**src/rtl/imem_loader.sv**
```systemverilog
// rtl/imem_loader.sv - loadable instruction memory feeding the cpu fetch port
// Holds the cpu in reset while a new program image is streamed in byte by byte.
module imem_loader #(
  parameter int          DEPTH   = 32,
  parameter int          ADDR_W  = 5,
  parameter logic [7:0]  HALT_OP = 8'hC0
) (
  input  logic              clk50,
  input  logic              reset,
  input  logic              load_start,
  input  logic [ADDR_W:0]   load_len,
  input  logic              load_valid,
  input  logic [7:0]        load_data,
  output logic              load_ready,
  input  logic [7:0]        cpu_address,
  output logic [7:0]        instruction,
  output logic              cpu_reset,
  output logic              busy,
  output logic              done
);

  typedef enum logic [1:0] {
    IDLE  = 2'd0,
    LOAD  = 2'd1,
    FILL  = 2'd2,
    FLUSH = 2'd3
  } state_t;

  localparam logic [ADDR_W:0] DEPTH_V = (ADDR_W + 1)'(DEPTH);
  localparam logic [ADDR_W:0] LAST_V  = (ADDR_W + 1)'(DEPTH - 1);
  localparam logic [ADDR_W:0] ONE_V   = (ADDR_W + 1)'(1);
  localparam logic [7:0]      DEPTH_A = 8'(DEPTH);

  state_t            state, state_n;
  logic [ADDR_W:0]   wr_ptr, wr_ptr_n;
  logic [ADDR_W:0]   len_q, len_n;
  logic              mem_we;
  logic [7:0]        mem_wd;
  logic [7:0]        mem [DEPTH];
  logic              hs;

  assign hs = load_valid && load_ready;

  // Memory lives in resettable flops so an aborted session never leaves a partial image.
  always_ff @(posedge clk50 or posedge reset) begin
    if (reset) begin
      state  <= IDLE;
      wr_ptr <= '0;
      len_q  <= '0;
      for (int i = 0; i < DEPTH; i++) begin
        mem[i] <= HALT_OP;
      end
    end else begin
      state  <= state_n;
      wr_ptr <= wr_ptr_n;
      len_q  <= len_n;
      if (mem_we) begin
        mem[wr_ptr[ADDR_W-1:0]] <= mem_wd;
      end
    end
  end

  always_comb begin
    state_n    = state;
    wr_ptr_n   = wr_ptr;
    len_n      = len_q;
    mem_we     = 1'b0;
    mem_wd     = HALT_OP;
    load_ready = 1'b0;
    done       = 1'b0;
    unique case (state)
      IDLE: begin
        if (load_start) begin
          state_n  = LOAD;
          wr_ptr_n = '0;
          len_n    = (load_len == '0 || load_len > DEPTH_V) ? DEPTH_V : load_len;
        end
      end
      LOAD: begin
        load_ready = 1'b1;
        if (hs) begin
          mem_we   = 1'b1;
          mem_wd   = load_data;
          wr_ptr_n = wr_ptr + ONE_V;
          if (wr_ptr == len_q - ONE_V) begin
            state_n = (len_q < DEPTH_V) ? FILL : FLUSH;
          end
        end
      end
      FILL: begin
        // Clear the tail so a shorter program never runs into stale bytes.
        mem_we   = 1'b1;
        mem_wd   = HALT_OP;
        wr_ptr_n = wr_ptr + ONE_V;
        if (wr_ptr == LAST_V) begin
          state_n = FLUSH;
        end
      end
      FLUSH: begin
        done    = 1'b1;
        state_n = IDLE;
      end
      default: state_n = IDLE;
    endcase
  end

  assign busy      = (state != IDLE);
  assign cpu_reset = reset | busy;

  // The cpu only ever sees a completed image; out-of-range fetches halt.
  assign instruction = (state == IDLE && cpu_address < DEPTH_A)
                       ? mem[cpu_address[ADDR_W-1:0]] : HALT_OP;

endmodule
```
**config.mk**
```make
export PLATFORM = sky130hd
export DESIGN_NAME = imem_loader
export DESIGN_NICKNAME = d
export VERILOG_FILES = /design/src/rtl/imem_loader.sv
export SDC_FILE = /design/constraint.sdc
export NUM_CORES = 1
export LEC_CHECK = 0
export CAP_MARGIN = 20
export CORE_MARGIN = 2
export CORE_UTILIZATION = 45
export DETAILED_ROUTE_END_ITERATION = 8
export PLACE_DENSITY = 0.67
export SYNTH_ARGS = -nofsm -noshare
export SYNTH_HDL_FRONTEND = slang
export SYNTH_SLANG_ARGS = --single-unit
```
**constraint.sdc**
```tcl
create_clock -name clk50 -period 10.8 [get_ports clk50]
set_input_delay 2.16 -clock clk50 [delete_from_list [all_inputs] [get_ports clk50]]
set_output_delay 2.16 -clock clk50 [all_outputs]
set_load 0.03 [all_outputs]
```
==> results.cfg, run 1 <==
[critical_path]
cp-start-kind = input port
criticalPathCategory = input port to primary output
worstSetupEndpointType = primary output
path_max_fanout = 16
cp.buffers_inverters = 2
reg2reg_depth = 6
cpMaxStageDelayCell = clkdlybuf4s50_1
crit_chain = clkdlybuf4s50_1 -> or3b_2 -> o22ai_1 -> a211oi_1 -> a22oi_1 -> o21a_1 -> clkdlybuf4s50_1
crit_arrival_ns = 5.15
cp_slowest_stage_delay_ns = 0.93
worstPathRequired_ns = 8.64
r2r-start = state[1]
ff2ff_setup_slack_ns = 6.85
path_depth = 7
cp-endpoint = instruction[7]
path_delay_family = buffers and inverters
path_common_cell = clkdlybuf4s50_1
timing.rr.end = mem[67]
critPathLaunch = cpu_address[3]

[logic_synthesis]
synth_cell_type_count = 49
syn_inst = 950
ys_seq_area_share_pct = 53.1
syn_avg_cell_area_um2 = 13.6
synthArstFlopShare_pct = 100
synth_edf_count = 0
ys_ff_latch = 270
syn-num-nets = 985
synth-main-ff-cell = dfrtp_1
syn-cell-area_um2 = 12900
synth-warning-count = 0

[route]
dr.first_iter.drc_count = 663
wl_per_cell_um = 21.8
first_pass_iters = 5
final_antenna_net_count = 0
num_vias = 7970
routed_wl_mm = 29.9
drcViolationCount = 0
viasPerCell = 5.81

[power]
peakVddDrop_uv = 191
pwr-share-clk_pct = 36.8
power_switching_uw = 845
p_int_mw = 2.00
p_leak_nw = 6.64
pwr-share-seq_pct = 42.2
power_density_nw_per_um2 = 194
p_sw_share_pct = 29.7
p_comb_share_pct = 21.1
p_total_mw = 2.85

[timing]
final_hold_viol_count = 0
finalSetupViolCount = 0
period_needed_ns = 7.31
setup-tns-final_ns = 0
fmax_mhz = 137
finalMaxSlewViolations = 0
clock_skew_ns = 0.0322
min_period_over_period_pct = 67.7
rsz0062_at_grt = no
tightestPinTransition_ns = 1.02
whs_ns = 0.477
slew_headroom_pct = 31.7

[global_routing]
grt_use_total_pct = 20.3
antenna_found_initial = 0
overflow = 0
grt_pass1_vias = 8329
grt_max_degree = 72
grt_pass1_wl_mm = 48.0

[place]
io_buffers = 37
dpl_cell_area_um2 = 13600
dp_hpwl_mm = 18.7
place.gp.congestion = 0.820
place_inst = 1313

[cts]
cts_max_path_buffers = 3
clkTransAtPathRegs_ns = 0.06
cts_resized = 0
postCtsSetupRepairBufs = 0
cts.sinks = 270
postCtsHoldBufs = 0
clock_latency_ns = 0.57
cts_root_buf = clkbuf_16
cts_tree = yes
htreeDepth = 1
numCtsBuffers = 30

[cells_and_area]
instances_no_fill = 1372
nets = 1006
syn_to_final_growth_pct = 13.8
drive_gt1_share_pct = 39.1
n_antenna_cell = 0
stdcell_area_um2 = 14700
fillers = 2364

[die]
rows = 61
core_area_um2 = 28000
die_area_um2 = 30000
num_io_pins = 38
start_util_pct = 46.0
die_height_um = 173
die_w_um = 173

[outcome]
outcome = completed

[hold_path]
min_path_type = flip-flop to flip-flop

[flow_run]
max-cap-violations = 0
[cell usage after synthesis (3+ instances only)]
master | n | area share [%]
nor2_1 | 17 | 0.50
o221ai_1 | 6 | 0.41
mux2_2 | 193 | 17
nand3_1 | 5 | 0.19
nand2_1 | 94 | 2.7
nand2b_1 | 7 | 0.34
nor3b_1 | 3 | 0.17
buf_1 | 4 | 0.12
buf_4 | 4 | 0.23
a221oi_1 | 5 | 0.34
and3_1 | 8 | 0.39
nor2b_1 | 3 | 0.15
a21oi_1 | 5 | 0.19
mux4_1 | 11 | 2.2
dfstp_2 | 64 | 13
xnor2_1 | 4 | 0.27
clkbuf_1 | 39 | 1.1
o22ai_1 | 3 | 0.15
buf_2 | 13 | 0.51
nor3_1 | 6 | 0.23
ha_1 | 9 | 0.87
inv_1 | 18 | 0.52
mux2i_1 | 21 | 1.6
nand4_1 | 34 | 1.7
xor2_1 | 3 | 0.20
dfrtp_1 | 206 | 40
mux4_2 | 54 | 9.4
buf_6 | 3 | 0.26
o21ai_0 | 79 | 3.1
[layout by cell type, fill, tap and decap left out, drive strengths merged, types with 18 or more instances in the layout]
cell,n
nand4,34
clkdlybuf4s50,34
mux4,65
clkbuf,42
inv,18
mux2i,21
dfrtp,206
nand2,94
o21ai,80
dfstp,64
mux2,193
buf,19
[registers in the layout, summed over array words and instances (netlist names)]
register / cells
wr_ptr: 6
mem: 256
len_q: 6
state: 2
[cell type report]
class	instances	area [um^2]	share of cell area, %
Tap cell	378	473	3.23
Multi-Input combinational cell	598	5670	38.7
Clock inverter	13	181	1.24
Inverter	18	71.3	0.487
Sequential cell	270	6840	46.7
Timing Repair Buffer	53	586	4.00
Clock buffer	42	836	5.70
[tightest hold or removal path, stage by stage, from the launching register on]
cell     delay, ns
dfstp_2       0.37
nand2_1       0.04
o21ai_0       0.06
[layer usage]
| metal | vias to the layer above | global-route usage [%] | wire length, um |
|---|---|---|---|
| li1 | 3562 | - | - |
| met1 | 4131 | 28.4 | 13400 |
| met2 | 223 | 33.3 | 14100 |
| met3 | 54 | 3.30 | 1740 |
| met4 | 0 | 5.12 | 689 |
| met5 | - | 0 | 0 |
[power by group through the flow]
| stage | Clock [mW] | Combinational (mW) | Sequential, mW |
|---|---|---|---|
| 2_1_floorplan | 0 | 0.434 | 1.19 |
| 3_3_place_gp | 0 | 0.540 | 1.21 |
| 3_5_place_dp | 0 | 0.567 | 1.22 |
| 4_1_cts | 1.06 | 0.569 | 1.20 |
| 5_1_grt | 1.11 | 0.658 | 1.21 |
| 6_report | 1.05 | 0.600 | 1.20 |
[kinds of logic (layout without fill, tap and decap cells)]
family	after synthesis	after routing	synth area share [%]
multiplexers	279	279	30.2
flip-flops	270	270	53.1
AND/OR/NAND/NOR	188	188	7.10
AO/OA/AOI/OAI	115	115	5.33
buffers and inverters	82	126	2.93
adder cells (fa/ha/maj)	9	9	0.874
XOR/XNOR	7	7	0.476
[worst min-delay path by stage]
stage | from | end | slack, ns | cells after the start
final | mem[110] | mem[110] | 0.48 | 2
after global routing | mem[207] | mem[207] | 0.49 | 2
after CTS | mem[119] | mem[119] | 0.48 | 2
after detailed placement | mem[119] | mem[119] | 0.47 | 2
after global placement | mem[247] | mem[247] | 0.46 | 2
after floorplan | mem[119] | mem[119] | 0.46 | 2
[per-stage QoR]
step | utilization (%) | worst slack, ns
2_1_floorplan | - | 1.56
3_3_place_gp | 48.1 | 3.55
3_5_place_dp | 48.4 | 3.51
4_1_cts | 52.0 | 3.50
5_1_grt | 52.3 | 3.34
6_report | 52.3 | 3.49
(Power assumes the default switching activity.)
==> inputs of run 2 (changes only) <==
Settings changed: PLACE_DENSITY 0.67 to 0.7.
Clock period 10.8 ns to 6.4 ns, I/O delays scaled along.
==> run 2 against run 1 <==
Final cell count is 0.22% higher. Clock skew fell by 0.017 ns. Non-clock buffer count up 5. Sequential share of layout area about the same. Die area stayed put. Sequential power rose by 69%. Critical path depth unchanged. Highest routed layer unchanged.
==> results.cfg, run 2 (synthesis results as in run 1) <==
[critical_path]
path_max_fanout = 16
ff2ff_setup_slack_ns = 2.60
crit_arrival_ns = 4.22
cp-start-kind = input port
worstPathRequired_ns = 5.12
timing.rr.end = mem[234]
worstSetupEndpointType = primary output
criticalPathCategory = input port to primary output
r2r-start = state[1]
reg2reg_depth = 6

[cells_and_area]
instances_no_fill = 1375
layout_commonest_cell = dfrtp_1
regMostFlops = mem
reg.largest.list = mem (256), len_q (6), wr_ptr (6)
n_antenna_cell = 0
drive_gt1_share_pct = 39.1
mostFrequentLayoutCells = dfrtp_1 (206), mux2_2 (193), nand2_1 (94), o21ai_0 (79), dfstp_2 (64)
nets = 1010
syn_to_final_growth_pct = 13.7
largest_reg_flops = 256

[cts]
cts_resized = 0
cts_root_buf = clkbuf_16
cts.sinks = 270
clkTransAtPathRegs_ns = 0.06
clock_latency_ns = 0.54
postCtsHoldBufs = 0
cts_max_path_buffers = 3
htreeDepth = 1
postCtsSetupRepairBufs = 0
numCtsBuffers = 29
cts_tree = yes

[power]
power_density_nw_per_um2 = 321
p_leak_nw = 6.64
p_total_mw = 4.71
peakVddDrop_uv = 369

[hold_path]
whs_path_depth = 2
min_from = mem[79]
min_path_type = flip-flop to flip-flop
hold_end = mem[79]

[route]
drcViolationCount = 0
wl_per_cell_um = 21.8
routed_wl_mm = 30.0
viasPerCell = 5.84
dr.first_iter.drc_count = 587
num_vias = 8029
final_antenna_net_count = 0
first_pass_iters = 5

[timing]
rsz0062_at_grt = no
fmax_mhz = 182
setup-tns-final_ns = 0
finalWorstSetupSlack_ns = 0.904
clock_skew_ns = 0.0148
slew_headroom_pct = 31.7
period_needed_ns = 5.50
finalMaxSlewViolations = 0
final_hold_viol_count = 0
min_period_over_period_pct = 85.9
finalSetupViolCount = 0
tightestPinTransition_ns = 1.02

[global_routing]
grt_pass1_wl_mm = 47.8
grt_use_total_pct = 20.4
antenna_found_initial = 0
grt_max_degree = 84
grt_pass1_vias = 8290
overflow = 0

[place]
io_buffers = 37
dp_hpwl_mm = 19.4
place.gp.congestion = 0.816
place_inst = 1319
dp_slack_ns = 0.883

[flow_run]
max-cap-violations = 0

[die]
num_io_pins = 38
rows = 61
die_w_um = 173
die_area_um2 = 30000
die_height_um = 173
core_area_um2 = 28000
start_util_pct = 46.0

[outcome]
outcome = completed
-- run 2: changes by cell type in the layout (fill, tap and decap cells not counted), sizes merged --
cell | previous run | this run
clkbuf | 42 | 48
clkinvlp | 2 | 1
buf | 19 | 24
clkinv | 7 | 3
bufinv | 4 | 2
inv | 18 | 17
-- run 2: layout make-up --
class,count,area (um^2)
tap,378,473
inverter,18,71.3
clock buffer,48,877
timing repair buffer,58,636
sequential,270,6840
fill,2326,13400
clock inverter,5,75.1
multi-input combinational,598,5670
-- run 2: worst max path at each step --
stage / start / endpoint / slack, ns / depth (start not counted)
after floorplan: reset / cpu_reset / -1.03 / 2
after global placement: cpu_address[3] / instruction[6] / 0.91 / 7
after detailed placement: cpu_address[3] / instruction[6] / 0.88 / 7
after CTS: cpu_address[3] / instruction[6] / 0.87 / 7
after global routing: cpu_address[3] / instruction[6] / 0.75 / 7
final: cpu_address[3] / instruction[6] / 0.90 / 7
-- run 2: metal layers --
metal	track usage (%)	up-vias	share of wire (%)
met4	5.54	0	2.3
met3	3.65	56	6.0
met2	33.3	222	47
li1	-	3573	-
met1	28.2	4178	44
met5	0	-	0
-- run 2: where the power goes --
part           switching (mW)  leakage (nW)  total, mW  internal [mW]
logic                   0.611          2.65       1.01          0.403
clock network           0.660         0.468       1.67           1.01
registers               0.122          3.52       2.03           1.90
total                    1.39          6.64       4.71           3.31
-- run 2: through the flow --
stage          hold slack (ns)  cell area (um^2)  utilization, %
2_1_floorplan            0.457             12900               -
3_5_place_dp             0.473             13600            48.6
6_report                 0.477             14600            52.3
5_1_grt                  0.497             14600            52.3
4_1_cts                  0.481             14600            52.0
3_3_place_gp             0.465             13500            48.3
-- run 2: worst max-delay path: stages --
cell and delay [ns]:
clkdlybuf4s50_1 0.91, or3b_2 0.73, nor2_1 0.16, a2111oi_2 0.07, a22oi_1 0.21, o21a_1 0.17
clkdlybuf4s50_1 0.67
==> inputs of run 3 (changes only) <==
Settings changed: CTS_BUF_LIST set to sky130_fd_sc_hd__clkbuf_8, PLACE_DENSITY 0.7 to 0.67.
Clock period 6.4 ns to 6 ns, I/O delays scaled along.
==> run 3 against run 2 <==
First-iteration DRC count fell by 9.0%. Wire length is 1.0% lower. Cell area decreased by 0.23%. Total power increased by 4.6%. Global-route usage hardly changed. Via count rose by 0.11%. Critical path type unchanged. Largest cell class unchanged. Largest power group unchanged. Highest routed layer unchanged.
==> results.cfg, run 3 (synthesis results as in run 1) <==
[cts]
cts_root_buf = clkbuf_8
numCtsBuffers = 45
clock_latency_ns = 0.54
htreeDepth = 2
cts_resized = 0
postCtsHoldBufs = 0
cts_max_path_buffers = 3
cts.sinks = 270
postCtsSetupRepairBufs = 0
clkTransAtPathRegs_ns = 0.06
cts_tree = yes

[die]
rows = 61
num_io_pins = 38
start_util_pct = 46.0
die_w_um = 173
core_area_um2 = 28000
die_height_um = 173
die_area_um2 = 30000

[global_routing]
grt_pass1_wl_mm = 47.6
antenna_found_initial = 0
grt_max_degree = 175
overflow = 0
grt_use_total_pct = 20.3
grt_pass1_vias = 8334

[cells_and_area]
fillers = 2395
instances_no_fill = 1404
syn_to_final_growth_pct = 13.4
stdcell_area_um2 = 14600
reg.largest.list = mem (256), len_q (6), wr_ptr (6)
largest_reg_flops = 256
layout_commonest_cell = dfrtp_1
regMostFlops = mem
drive_gt1_share_pct = 40.0
n_antenna_cell = 0
seqCellArea_um2 = 6840
mostFrequentLayoutCells = dfrtp_1 (206), mux2_2 (193), nand2_1 (94), o21ai_0 (79), dfstp_2 (64)
nets = 1024
multi_input_area_um2 = 5670

[place]
dp_slack_ns = 0.758
dp_hpwl_mm = 18.9
place.gp.congestion = 0.762
place_inst = 1318
dpl_cell_area_um2 = 13600
io_buffers = 37

[timing]
clock_skew_ns = 0.0123
tightestPinTransition_ns = 1.01
period_needed_ns = 5.18
rsz0062_at_grt = no
finalSetupViolCount = 0
fmax_mhz = 193
finalWorstSetupSlack_ns = 0.824
slew_headroom_pct = 32.5
min_period_over_period_pct = 86.3
final_hold_viol_count = 0
finalMaxSlewViolations = 0
setup-tns-final_ns = 0

[critical_path]
path_max_fanout = 54
criticalPathCategory = input port to primary output
crit_chain = buf_4 -> mux4_1 -> mux4_2 -> inv_1 -> a221oi_1 -> clkdlybuf4s50_1
path_depth = 6
reg2reg_depth = 6
worstSetupEndpointType = primary output
cp-start-kind = input port
path_delay_family = buffers and inverters
worstPathRequired_ns = 4.80
cp_slowest_stage_delay_ns = 0.73
cp.buffers_inverters = 3
cpMaxStageDelayCell = buf_4
crit_arrival_ns = 3.98

[route]
drcViolationCount = 0
first_pass_iters = 5
routed_wl_mm = 29.7
dr.first_iter.drc_count = 534
final_antenna_net_count = 0
viasPerCell = 5.73
wl_per_cell_um = 21.2
num_vias = 8038

[power]
peakVddDrop_uv = 376
p_leak_nw = 6.72
p_total_mw = 4.92
power_density_nw_per_um2 = 337

[hold_path]
whs_path_depth = 2
min_path_type = flip-flop to flip-flop

[outcome]
outcome = completed

[flow_run]
max-cap-violations = 0
-- run 3: tightest hold or removal path, stage by stage (launching register included) --
cell and delay (ns):
dfstp_2 0.36, nand2_1 0.04, o21ai_0 0.06
-- run 3: stage by stage --
stage          util, %  hold WS (ns)
6_report          52.1         0.477
3_5_place_dp      48.5         0.471
3_3_place_gp      48.4         0.466
2_1_floorplan        -         0.457
4_1_cts           52.0         0.480
5_1_grt           52.1         0.495
-- run 3: power by group --
group,internal (mW),switching (mW),total [mW],leakage (nW)
Sequential,2.03,0.130,2.16,3.52
Clock,0.977,0.726,1.70,0.570
Combinational,0.421,0.639,1.06,2.62
Total,3.43,1.49,4.92,6.72
-- run 3: final timing paths --
check                                     from        endpoint  slack [ns]
max in group asynchronous                reset         mem[48]        3.25
worst min-delay path                    mem[7]          mem[7]        0.48
worst max-delay path            cpu_address[0]  instruction[0]        0.82
worst max register to register        state[1]        mem[205]        2.22
min in group asynchronous                reset        state[0]        1.32
worst min register to register          mem[7]          mem[7]        0.48
-- run 3: cell type report --
| type | instances | area share [%] |
|---|---|---|
| clock buffer | 60 | 5.65 |
| timing repair buffer | 56 | 3.98 |
| inverter | 18 | 0.488 |
| clock inverter | 24 | 1.01 |
| multi-input combinational | 598 | 38.8 |
| tap | 378 | 3.24 |
| sequential | 270 | 46.8 |
-- run 3: per-layer routing --
layer	wire length, um	share of wire [%]	global-route usage, %
met1	13800	46	28.8
met2	13800	46	31.9
met3	1370	4.6	3.83
met4	753	2.5	6.60
met5	0	0	0
